### config.mk
export PLATFORM = sky130hd
export DESIGN_NAME = izh_step_scheduler_flat
export DESIGN_NICKNAME = d
export VERILOG_FILES = /design/src/rtl/izh_step_scheduler_if.sv /design/src/rtl/izh_step_scheduler.sv /design/src/flat_wrapper.sv
export SDC_FILE = /design/constraint.sdc
export NUM_CORES = 1
export LEC_CHECK = 0
export CORE_UTILIZATION = 30
export CTS_BUF_LIST = sky130_fd_sc_hd__clkbuf_4 sky130_fd_sc_hd__clkbuf_8 sky130_fd_sc_hd__clkbuf_16
export DETAILED_ROUTE_END_ITERATION = 12
export GPL_TIMING_DRIVEN = 1
export HOLD_SLACK_MARGIN = 0.03
export PLACE_DENSITY = 0.48
export SYNTH_ARGS = -nofsm -noshare
export SYNTH_HDL_FRONTEND = slang
export SYNTH_SLANG_ARGS = --single-unit
### constraint.sdc
create_clock -name clk -period 5.3 [get_ports clk]
set_clock_uncertainty 0.1 [all_clocks]
set_input_delay 0.795 -clock clk [delete_from_list [all_inputs] [get_ports clk]]
set_output_delay 0.795 -clock clk [all_outputs]
set_load 0.02 [all_outputs]
### src/rtl/izh_step_scheduler_if.sv
// Bundle between the step scheduler, its timestep controller and the shared Izhikevich datapath.
// Optional state read-back signals exist only when IZH_STATE_RD_EN is defined.
interface izh_step_scheduler_if #(
    parameter int N_NEURONS = 16,
    parameter int IDX_W     = 4
);
    logic                 step_start;
    logic                 busy;
    logic                 done;
    logic                 cfg_we;
    logic [1:0]           cfg_addr;
    logic [16:0]          cfg_data;
    logic [IDX_W-1:0]     i_addr;
    logic [16:0]          i_data;
    logic [16:0]          dp_a, dp_b, dp_c, dp_d;
    logic [16:0]          dp_v, dp_u, dp_i;
    logic [16:0]          dp_v_prime, dp_u_prime;
    logic                 dp_fired;
    logic [N_NEURONS-1:0] spike_vec;
    logic [IDX_W:0]       spike_count;
`ifdef IZH_STATE_RD_EN
    logic [IDX_W-1:0]     rd_addr;
    logic [16:0]          rd_v, rd_u;

    modport slave (
        input  step_start, cfg_we, cfg_addr, cfg_data, i_data,
               dp_v_prime, dp_u_prime, dp_fired, rd_addr,
        output busy, done, i_addr, dp_a, dp_b, dp_c, dp_d,
               dp_v, dp_u, dp_i, spike_vec, spike_count, rd_v, rd_u
    );
    modport master (
        output step_start, cfg_we, cfg_addr, cfg_data, i_data,
               dp_v_prime, dp_u_prime, dp_fired, rd_addr,
        input  busy, done, i_addr, dp_a, dp_b, dp_c, dp_d,
               dp_v, dp_u, dp_i, spike_vec, spike_count, rd_v, rd_u
    );
`else
    modport slave (
        input  step_start, cfg_we, cfg_addr, cfg_data, i_data,
               dp_v_prime, dp_u_prime, dp_fired,
        output busy, done, i_addr, dp_a, dp_b, dp_c, dp_d,
               dp_v, dp_u, dp_i, spike_vec, spike_count
    );
    modport master (
        output step_start, cfg_we, cfg_addr, cfg_data, i_data,
               dp_v_prime, dp_u_prime, dp_fired,
        input  busy, done, i_addr, dp_a, dp_b, dp_c, dp_d,
               dp_v, dp_u, dp_i, spike_vec, spike_count
    );
`endif
endinterface

### src/rtl/izh_step_scheduler.sv
// Sweeps one shared Izhikevich datapath over N_NEURONS neurons per timestep (2 cycles per neuron).
// Define IZH_STATE_RD_EN to add a registered v/u read-back port (rd_addr/rd_v/rd_u).
module izh_step_scheduler #(
    parameter int          N_NEURONS = 16,
    parameter int          IDX_W     = 4,
    parameter logic [16:0] V_INIT    = 17'h1_4100,
    parameter logic [16:0] U_INIT    = 17'h1_0D00
) (
    input  logic                clk,
    input  logic                rst,
    izh_step_scheduler_if.slave sched
);
    typedef enum logic [1:0] {IDLE, LOAD, CAPT, DONE} state_t;

    localparam logic [IDX_W-1:0] LAST_IDX = IDX_W'(N_NEURONS - 1);

    state_t               state_q;
    logic [IDX_W-1:0]     idx_q;
    logic [IDX_W-1:0]     idx_d;
    logic [IDX_W-1:0]     i_addr_q;
    logic [16:0]          v_mem_q [N_NEURONS];
    logic [16:0]          u_mem_q [N_NEURONS];
    logic [16:0]          cfg_a_q, cfg_b_q, cfg_c_q, cfg_d_q;
    logic [16:0]          dp_v_q, dp_u_q, dp_i_q;
    logic                 busy_q, done_q;
    logic [N_NEURONS-1:0] spike_acc_q, spike_vec_q;
    logic [IDX_W:0]       count_acc_q, spike_count_q;

    assign idx_d = idx_q + 1'b1;

    // i_addr runs one step ahead of idx outside LOAD, so i_data is already valid
    // for the neuron being loaded when dp_i is captured on LOAD entry.
    always_ff @(posedge clk) begin
        if (rst) begin
            state_q       <= IDLE;
            idx_q         <= '0;
            i_addr_q      <= '0;
            cfg_a_q       <= 17'h0_0005;
            cfg_b_q       <= 17'h0_0033;
            cfg_c_q       <= 17'h1_4100;
            cfg_d_q       <= 17'h0_0800;
            dp_v_q        <= '0;
            dp_u_q        <= '0;
            dp_i_q        <= '0;
            busy_q        <= 1'b0;
            done_q        <= 1'b0;
            spike_acc_q   <= '0;
            spike_vec_q   <= '0;
            count_acc_q   <= '0;
            spike_count_q <= '0;
            for (int k = 0; k < N_NEURONS; k++) begin
                v_mem_q[k] <= V_INIT;
                u_mem_q[k] <= U_INIT;
            end
        end else begin
            if (state_q == IDLE && sched.cfg_we) begin
                case (sched.cfg_addr)
                    2'd0:    cfg_a_q <= sched.cfg_data;
                    2'd1:    cfg_b_q <= sched.cfg_data;
                    2'd2:    cfg_c_q <= sched.cfg_data;
                    default: cfg_d_q <= sched.cfg_data;
                endcase
            end

            case (state_q)
                IDLE: begin
                    if (sched.step_start) begin
                        state_q     <= LOAD;
                        idx_q       <= '0;
                        busy_q      <= 1'b1;
                        spike_acc_q <= '0;
                        count_acc_q <= '0;
                        dp_v_q      <= v_mem_q[0];
                        dp_u_q      <= u_mem_q[0];
                        dp_i_q      <= sched.i_data;
                    end
                end
                LOAD: begin
                    state_q  <= CAPT;
                    i_addr_q <= (idx_q == LAST_IDX) ? '0 : idx_d;
                end
                CAPT: begin
                    v_mem_q[idx_q]     <= sched.dp_v_prime;
                    u_mem_q[idx_q]     <= sched.dp_u_prime;
                    spike_acc_q[idx_q] <= sched.dp_fired;
                    count_acc_q        <= count_acc_q + (IDX_W+1)'(sched.dp_fired);
                    if (idx_q == LAST_IDX) begin
                        state_q <= DONE;
                        done_q  <= 1'b1;
                    end else begin
                        state_q <= LOAD;
                        idx_q   <= idx_d;
                        dp_v_q  <= v_mem_q[idx_d];
                        dp_u_q  <= u_mem_q[idx_d];
                        dp_i_q  <= sched.i_data;
                    end
                end
                default: begin
                    state_q       <= IDLE;
                    busy_q        <= 1'b0;
                    done_q        <= 1'b0;
                    spike_vec_q   <= spike_acc_q;
                    spike_count_q <= count_acc_q;
                end
            endcase
        end
    end

    assign sched.busy        = busy_q;
    assign sched.done        = done_q;
    assign sched.i_addr      = i_addr_q;
    assign sched.dp_a        = cfg_a_q;
    assign sched.dp_b        = cfg_b_q;
    assign sched.dp_c        = cfg_c_q;
    assign sched.dp_d        = cfg_d_q;
    assign sched.dp_v        = dp_v_q;
    assign sched.dp_u        = dp_u_q;
    assign sched.dp_i        = dp_i_q;
    assign sched.spike_vec   = spike_vec_q;
    assign sched.spike_count = spike_count_q;

`ifdef IZH_STATE_RD_EN
    logic [16:0] rd_v_q, rd_u_q;

    // A read colliding with a write-back returns the old entry.
    always_ff @(posedge clk) begin
        if (rst) begin
            rd_v_q <= '0;
            rd_u_q <= '0;
        end else begin
            rd_v_q <= v_mem_q[sched.rd_addr];
            rd_u_q <= u_mem_q[sched.rd_addr];
        end
    end

    assign sched.rd_v = rd_v_q;
    assign sched.rd_u = rd_u_q;
`endif
endmodule

### src/flat_wrapper.sv
// flat-port wrapper written by rule: the top's interface ports become plain ports
module izh_step_scheduler_flat 
#(
    parameter int          N_NEURONS = 16,
    parameter int          IDX_W     = 4,
    parameter logic [16:0] V_INIT    = 17'h1_4100,
    parameter logic [16:0] U_INIT    = 17'h1_0D00
)
  (clk, rst, sched_step_start, sched_cfg_we, sched_cfg_addr, sched_cfg_data, sched_i_data, sched_dp_v_prime, sched_dp_u_prime, sched_dp_fired, sched_busy, sched_done, sched_i_addr, sched_dp_a, sched_dp_b, sched_dp_c, sched_dp_d, sched_dp_v, sched_dp_u, sched_dp_i, sched_spike_vec, sched_spike_count);
  izh_step_scheduler_if #(.N_NEURONS(N_NEURONS), .IDX_W(IDX_W)) sched_i ();
  input  logic clk;
  input  logic rst;
  input wire logic [$bits(sched_i.step_start)-1:0] sched_step_start;
  input wire logic [$bits(sched_i.cfg_we)-1:0] sched_cfg_we;
  input wire logic [$bits(sched_i.cfg_addr)-1:0] sched_cfg_addr;
  input wire logic [$bits(sched_i.cfg_data)-1:0] sched_cfg_data;
  input wire logic [$bits(sched_i.i_data)-1:0] sched_i_data;
  input wire logic [$bits(sched_i.dp_v_prime)-1:0] sched_dp_v_prime;
  input wire logic [$bits(sched_i.dp_u_prime)-1:0] sched_dp_u_prime;
  input wire logic [$bits(sched_i.dp_fired)-1:0] sched_dp_fired;
  output wire logic [$bits(sched_i.busy)-1:0] sched_busy;
  output wire logic [$bits(sched_i.done)-1:0] sched_done;
  output wire logic [$bits(sched_i.i_addr)-1:0] sched_i_addr;
  output wire logic [$bits(sched_i.dp_a)-1:0] sched_dp_a;
  output wire logic [$bits(sched_i.dp_b)-1:0] sched_dp_b;
  output wire logic [$bits(sched_i.dp_c)-1:0] sched_dp_c;
  output wire logic [$bits(sched_i.dp_d)-1:0] sched_dp_d;
  output wire logic [$bits(sched_i.dp_v)-1:0] sched_dp_v;
  output wire logic [$bits(sched_i.dp_u)-1:0] sched_dp_u;
  output wire logic [$bits(sched_i.dp_i)-1:0] sched_dp_i;
  output wire logic [$bits(sched_i.spike_vec)-1:0] sched_spike_vec;
  output wire logic [$bits(sched_i.spike_count)-1:0] sched_spike_count;
  assign sched_i.step_start = sched_step_start;
  assign sched_i.cfg_we = sched_cfg_we;
  assign sched_i.cfg_addr = sched_cfg_addr;
  assign sched_i.cfg_data = sched_cfg_data;
  assign sched_i.i_data = sched_i_data;
  assign sched_i.dp_v_prime = sched_dp_v_prime;
  assign sched_i.dp_u_prime = sched_dp_u_prime;
  assign sched_i.dp_fired = sched_dp_fired;
  assign sched_busy = sched_i.busy;
  assign sched_done = sched_i.done;
  assign sched_i_addr = sched_i.i_addr;
  assign sched_dp_a = sched_i.dp_a;
  assign sched_dp_b = sched_i.dp_b;
  assign sched_dp_c = sched_i.dp_c;
  assign sched_dp_d = sched_i.dp_d;
  assign sched_dp_v = sched_i.dp_v;
  assign sched_dp_u = sched_i.dp_u;
  assign sched_dp_i = sched_i.dp_i;
  assign sched_spike_vec = sched_i.spike_vec;
  assign sched_spike_count = sched_i.spike_count;
  izh_step_scheduler #(.N_NEURONS(N_NEURONS), .IDX_W(IDX_W), .V_INIT(V_INIT), .U_INIT(U_INIT)) u_core (.clk(clk), .rst(rst), .sched(sched_i));
endmodule
======== Word level (Yosys, flattened, before mapping) ========
Memory sizes are Yosys's and may differ from the RTL's.
Index checks and enable logic that the tools add are counted.
cells by class
  add/subtract/negate cells ............... 2
  magnitude comparators ................... 2
  eq/ne operators ......................... 8
  muxes and demuxes ....................... 38
  bitwise operators ....................... 3
  reductions and logical operators ........ 19
operator list
  cell                                                        number
  two-way mux 17 bit                                          8
  one-hot mux 17 bit (2 select lines)                         3
  OR reduction 17 bit                                         2
  one-hot mux 16 bit (2 select lines)                         1
  two-way mux 4 bit                                           5
  bitwise mux 16 bit                                          1
  two-way mux 16 bit                                          1
  AND reduction 2 bit                                         7
  two-way mux 1 bit                                           10
  one-hot mux 5 bit (2 select lines)                          1
  one-hot mux 4 bit (2 select lines)                          1
  one-hot mux 2 bit (3 select lines)                          1
  OR reduction 3 bit                                          2
  adder 5 x 1 -> 5 bit                                        1
  less-than comparator 4 x 5 -> 1 bit, second input constant  1
  two-way mux 5 bit                                           1
  adder 4 x 1 -> 4 bit, second input constant                 1
  demux 1 bit (select 4 bit)                                  1
  equality test 2 x 1 -> 1 bit, second input constant         2
  equality test 2 bit, second input constant                  2
  equality test 4 bit, second input constant                  1
  >= comparator 4 x 1 -> 1 bit, second input constant         1
  zero test 2 bit                                             2
  two-way mux 2 bit                                           2
  other kinds (8)                                             14
storage, ports and cells
  register bits after elaboration ......... 173
  bits in writable memories ............... 544
  bits of input ports ..................... 75
  output and inout port bits .............. 146
  logic and storage cells ................. 90
  memories kept ........................... 2
memories
  memory          depth  width  read ports  clocked after Yosys merged registers in  write ports  RTL line                  RTL
  u_core.u_mem_q  16     17     2           0                                        16           izh_step_scheduler.sv:22  logic [16:0] u_mem_q [N_NEURONS];
  u_core.v_mem_q  16     17     2           0                                        16           izh_step_scheduler.sv:21  logic [16:0] v_mem_q [N_NEURONS];

======== Depth between registers and ports, before layout ========
  depth after elaboration ................. 6
  gate-level depth with buffers ........... 11
  mapped depth without buffers ............ 7

======== Worst setup path after synthesis ========
Ideal clock, no wire load.
  path type ............................... input to register
  from .................................... input rst
  to ...................................... memory u_core.u_mem_q[1][0], enable pin
  library setup time ...................... 393 ps
  arrival time ............................ 2600 ps
  data required time ...................... 4807 ps
  slack ................................... 2207 ps
  stages on the path ...................... 5
  buffers on the path ..................... 2
  cell sequence ........................... clkbuf_1 -> nor3_1 -> clkbuf_1 -> and2_1 -> or2_1
RTL lines
  element          RTL line                  RTL
  start, declared  flat_wrapper.sv:12        input logic rst;
  end, declared    izh_step_scheduler.sv:22

==> results <==
- Of all nets on the critical path, the largest fanout is 38.
- The number of different library cells in the post-synthesis netlist is 39.
- Before antenna repair, the detailed router went through 5 iterations.
- The die boundary height is 327 um.
- The wire length of the first global-routing pass is 142000 um.
- The nature of the critical path startpoint is a register.
- The routing layer with the top usage in global route is met2.
- Detailed routing inserted a total of 19900 vias.
- The maximum buffer depth of the clock tree is 3.
- Setup repair after global routing left no endpoint under its margin.
- During I/O placement, the number of pins put on the boundary was 221.
- The tool flagged a number of max-cap violations equal to 0.
- Summed over all layers, the global routing overflow is 0.
- For the final routed database, the setup TNS stands at 0 ps.
- For this configuration, the core starts out at a cell density of 0.304.
- The fraction of layout cells with a size suffix above 1 is 0.179.
- The final non-filler cell total is 3926.
- The met1 capacity usage during global routing is 0.242.
- The number of cells on the worst reg-to-reg path is 5.
- The critical path required time is 5510 ps.
- The clock share of power is 0.411.
- In this run the remaining antenna-violating nets after routing total 0.
- Along the worst hold path, the cell count comes to 2.
- TritonCTS built the clock tree.
- The path class of the tightest hold or removal check is register to register.
- The total power divided by cell area is 371 nW/um2.
- The quantity of gates resized following cts is 0.
- The cell count after synthesis came out at 2361.
- The number of rows created at floorplan is 118.
- The total area inside the core boundary comes to 104000 um2.
- The buffer type at the clock tree root is clkbuf_16.
- Leaving out fill and tap cells, the most frequent cell in the layout is edfxtp_1.
- The routed design has 97700 um of wire.
- The net count of the mapped netlist is 2446.
- The total instance count after detailed placement is 3781.
- In the global route stage, met3 resource usage came out at 0.0282.
- After synthesis the netlist holds a flip-flop and latch count of 717.
- The half-perimeter wire length of the detailed placement result is 57700 um.
- The internal power summed over all cells is 10.4 mW.
- The data arrival at the endpoint of the critical path is 4140 ps.
- The post-detailed-route wirelength per cell is 24.9 um.
- The reg-to-reg critical path endpoint is u_core.v_mem_q[15][11]$_SDFFCE_PN0P_.
- The origin of the critical flop-to-flop path is u_core.idx_q[0]$_SDFFE_PP0P_.
- The number of inserted filler cells in the final layout is 9873.
- The initial antenna violation count came to 4.
- The normalized max-slew margin is 0.234.
- Clock-pin slew was measured on the worst setup and hold paths at 60 ps.
- In this run the tool buffered the top-level ports with 220 buffer cells.
- The tightest hold path in the finished design has a slack of 352 ps.
- The switching power is 3.66 mW.
- Measured on the finished design, the core utilization comes to 0.365.
- The startpoint of the worst hold path is u_core.sched.dp_a[15]$_SDFFE_PP0P_.
- The max-slew violation count is 0.
- The path with the worst hold slack has its endpoint at u_core.sched.dp_a[15]$_SDFFE_PP0P_.
- Summing all multi-input logic gate instances after layout gives 10800 um2.
- The part of the power in combinational logic is 0.133.
- The mean post-synth cell area is 13.4 um2.
- The pin count of the biggest net entering global routing is 73.
- The maximum cell stage delay along the critical path is 870 ps.
- In the layout the commonest cells are 544 x edfxtp_1, 406 x and3_1, 219 x clkdlybuf4s50_1.
- In the final layout, flip-flops and latches occupy 19800 um2.
- The Yosys step of the flow raised 0 warnings.
- The H-tree was split into 3 levels.
- The setup slack on the worst flop-to-flop path is 1370 ps.
- The chip width is 327 um.
- At the end of routability-driven placement, the weighted congestion stood at 0.776.
- The count of final hold-check violations was 0.
- The share of the Yosys chip area taken by registers is 0.625.
- Timing would allow up to 255 MHz.
- CTS saw 717 sinks.
- STA classifies the critical path endpoint as a register.
- The final cycle utilization of the critical path is 0.741.
- The via count of the first global-routing pass is 20400.
- The area growth from synthesis to layout is 19.9%.
- The critical path goes through ha_4, and3_1, nand2_1, nand2b_2, buf_4.
- The worst-skew pair later-pin latency is 640 ps.
- The master of the slowest instance on the critical path is nand2b_2.
- For this block, the initial DRC count from the detailed router was 1704.
- The sequential share of power is 0.456.
- IR analysis of the VDD net gives a maximum drop of 0.201 mV.
- For this run, global-route usage on met2 was measured as 0.303.
- Overall power consumption after layout is estimated at 14.1 mW.
- Buffers added to address setup during post-CTS repair amount to 0.
- Across every metal layer, demand over resource in global routing totals 0.180.
- The final net count is 2571.
- The setup path with the least slack is of type register to register.
- The TritonCTS buffer count is 83.
- The share of total power consumed by net switching is 0.260.
- The detailed-route DRC error count is 0.
- The time the worst path needs with I/O delays and setup is 3930 ps.
- In this run the static leakage power is 14.1 nW.
- The flow ran to the end, and the final reports show no timing, DRC or antenna violations.
- The via density per instance is 5.07.
- The pin slew with the least headroom to its limit is 1150 ps.
- The die area is 107000 um2.
- The synthesized netlist occupies a cell area of 31700 um2.
- Setup violations remaining at the end of the flow were counted as 0.
- For this design, the CTS-stage hold fixing added 0 buffers.
[worst max-delay path by stage]
stage	slack (ps)	end	start
3_3_place_gp	1310	u_core.v_mem_q[15][15]$_SDFFCE_PN0P_	u_core.idx_q[0]$_SDFFE_PP0P_
2_1_floorplan	2210	u_core.u_mem_q[1][0]$_SDFFCE_PN0P_	rst
6_report	1370	u_core.v_mem_q[15][11]$_SDFFCE_PN0P_	u_core.idx_q[0]$_SDFFE_PP0P_
4_1_cts	1310	u_core.v_mem_q[15][11]$_SDFFCE_PN0P_	u_core.idx_q[0]$_SDFFE_PP0P_
5_1_grt	1080	u_core.v_mem_q[15][11]$_SDFFCE_PN0P_	u_core.idx_q[0]$_SDFFE_PP0P_
3_5_place_dp	1310	u_core.v_mem_q[15][15]$_SDFFCE_PN0P_	u_core.idx_q[0]$_SDFFE_PP0P_
[cells in the mapped netlist (all sizes together)]
cell	count	share of area
a211oi	4	0.00095
a21oi	87	0.014
a221oi	36	0.017
a22oi	1	0.00024
a31oi	1	0.00020
and2	44	0.0087
and3	406	0.080
buf	38	0.0084
clkbuf	197	0.023
dfxtp	173	0.11
edfxtp	544	0.52
ha	10	0.0040
inv	41	0.0049
mux2	68	0.024
mux2i	36	0.011
mux4	136	0.097
nand2	198	0.023
nand2b	110	0.022
nand3	9	0.0014
nand3b	11	0.0026
nand4	7	0.0014
nor2	94	0.011
nor2b	3	0.00059
nor3	43	0.0068
nor3b	1	0.00024
o21ai	35	0.0055
o21bai	1	0.00024
or2	15	0.0030
or3	7	0.0014
xnor2	2	0.00079
xor2	3	0.00083
[critical path, delay by kind of cell (launching register included)]
kind | cells | cell delay (ps)
flops | 1 | 850
simple gates | 3 | 1630
buf+inv | 1 | 410
fa+ha+maj | 1 | 550
[power by group through the flow]
stage	logic, mW	registers, mW	clock network (mW)
3_3_place_gp	1.90	6.53	0
4_1_cts	1.91	6.42	5.91
3_5_place_dp	1.91	6.54	0
2_1_floorplan	1.02	6.60	0
5_1_grt	2.01	6.45	6.12
6_report	1.88	6.42	5.79
[logic make-up after synthesis]
kind of cell,synth area share
simple gates,0.163
buf+inv,0.0366
mux,0.132
flops,0.625
fa+ha+maj,0.00395
compound gates,0.0376
xor+xnor,0.00162
[per-layer routing]
| layer | wire length (um) | vias to the layer above |
|---|---|---|
| li1 | - | 8983 |
| met1 | 43200 | 10300 |
| met2 | 48100 | 521 |
| met3 | 4610 | 116 |
| met4 | 1710 | 0 |
| met5 | 0 | - |
[registers in the layout, indices dropped and copies added, names as in the netlist]
signal / count
u_core.sched.busy: 1
u_core.count_acc_q: 5
u_core.spike_acc_q: 16
u_core.sched.dp_i: 17
u_core.sched.dp_a: 17
u_core.u_mem_q: 272
u_core.sched.dp_c: 17
u_core.sched.spike_count: 5
u_core.state_q: 2
u_core.sched.dp_b: 17
u_core.sched.dp_u: 17
u_core.idx_q: 4
u_core.sched.dp_v: 17
u_core.sched.spike_vec: 16
u_core.sched.done: 1
u_core.sched.dp_d: 17
u_core.v_mem_q: 272
u_core.sched.i_addr: 4
[final cells by class]
type                    count  area share
multi-input cells        1368       0.285
well taps                1380      0.0455
flip-flops and latches    717       0.522
clock buffers             114      0.0628
repair buffers            275      0.0719
diodes                      2    0.000132
inverters                  41     0.00405
clock inverters            29     0.00893
[stage by stage]
step | worst slack, ps | cell area (um2)
4_1_cts | 1310 | 38000
2_1_floorplan | 2210 | 31700
5_1_grt | 1080 | 38000
3_5_place_dp | 1310 | 35200
3_3_place_gp | 1310 | 35200
6_report | 1370 | 38000
(Power assumes the default switching activity.)
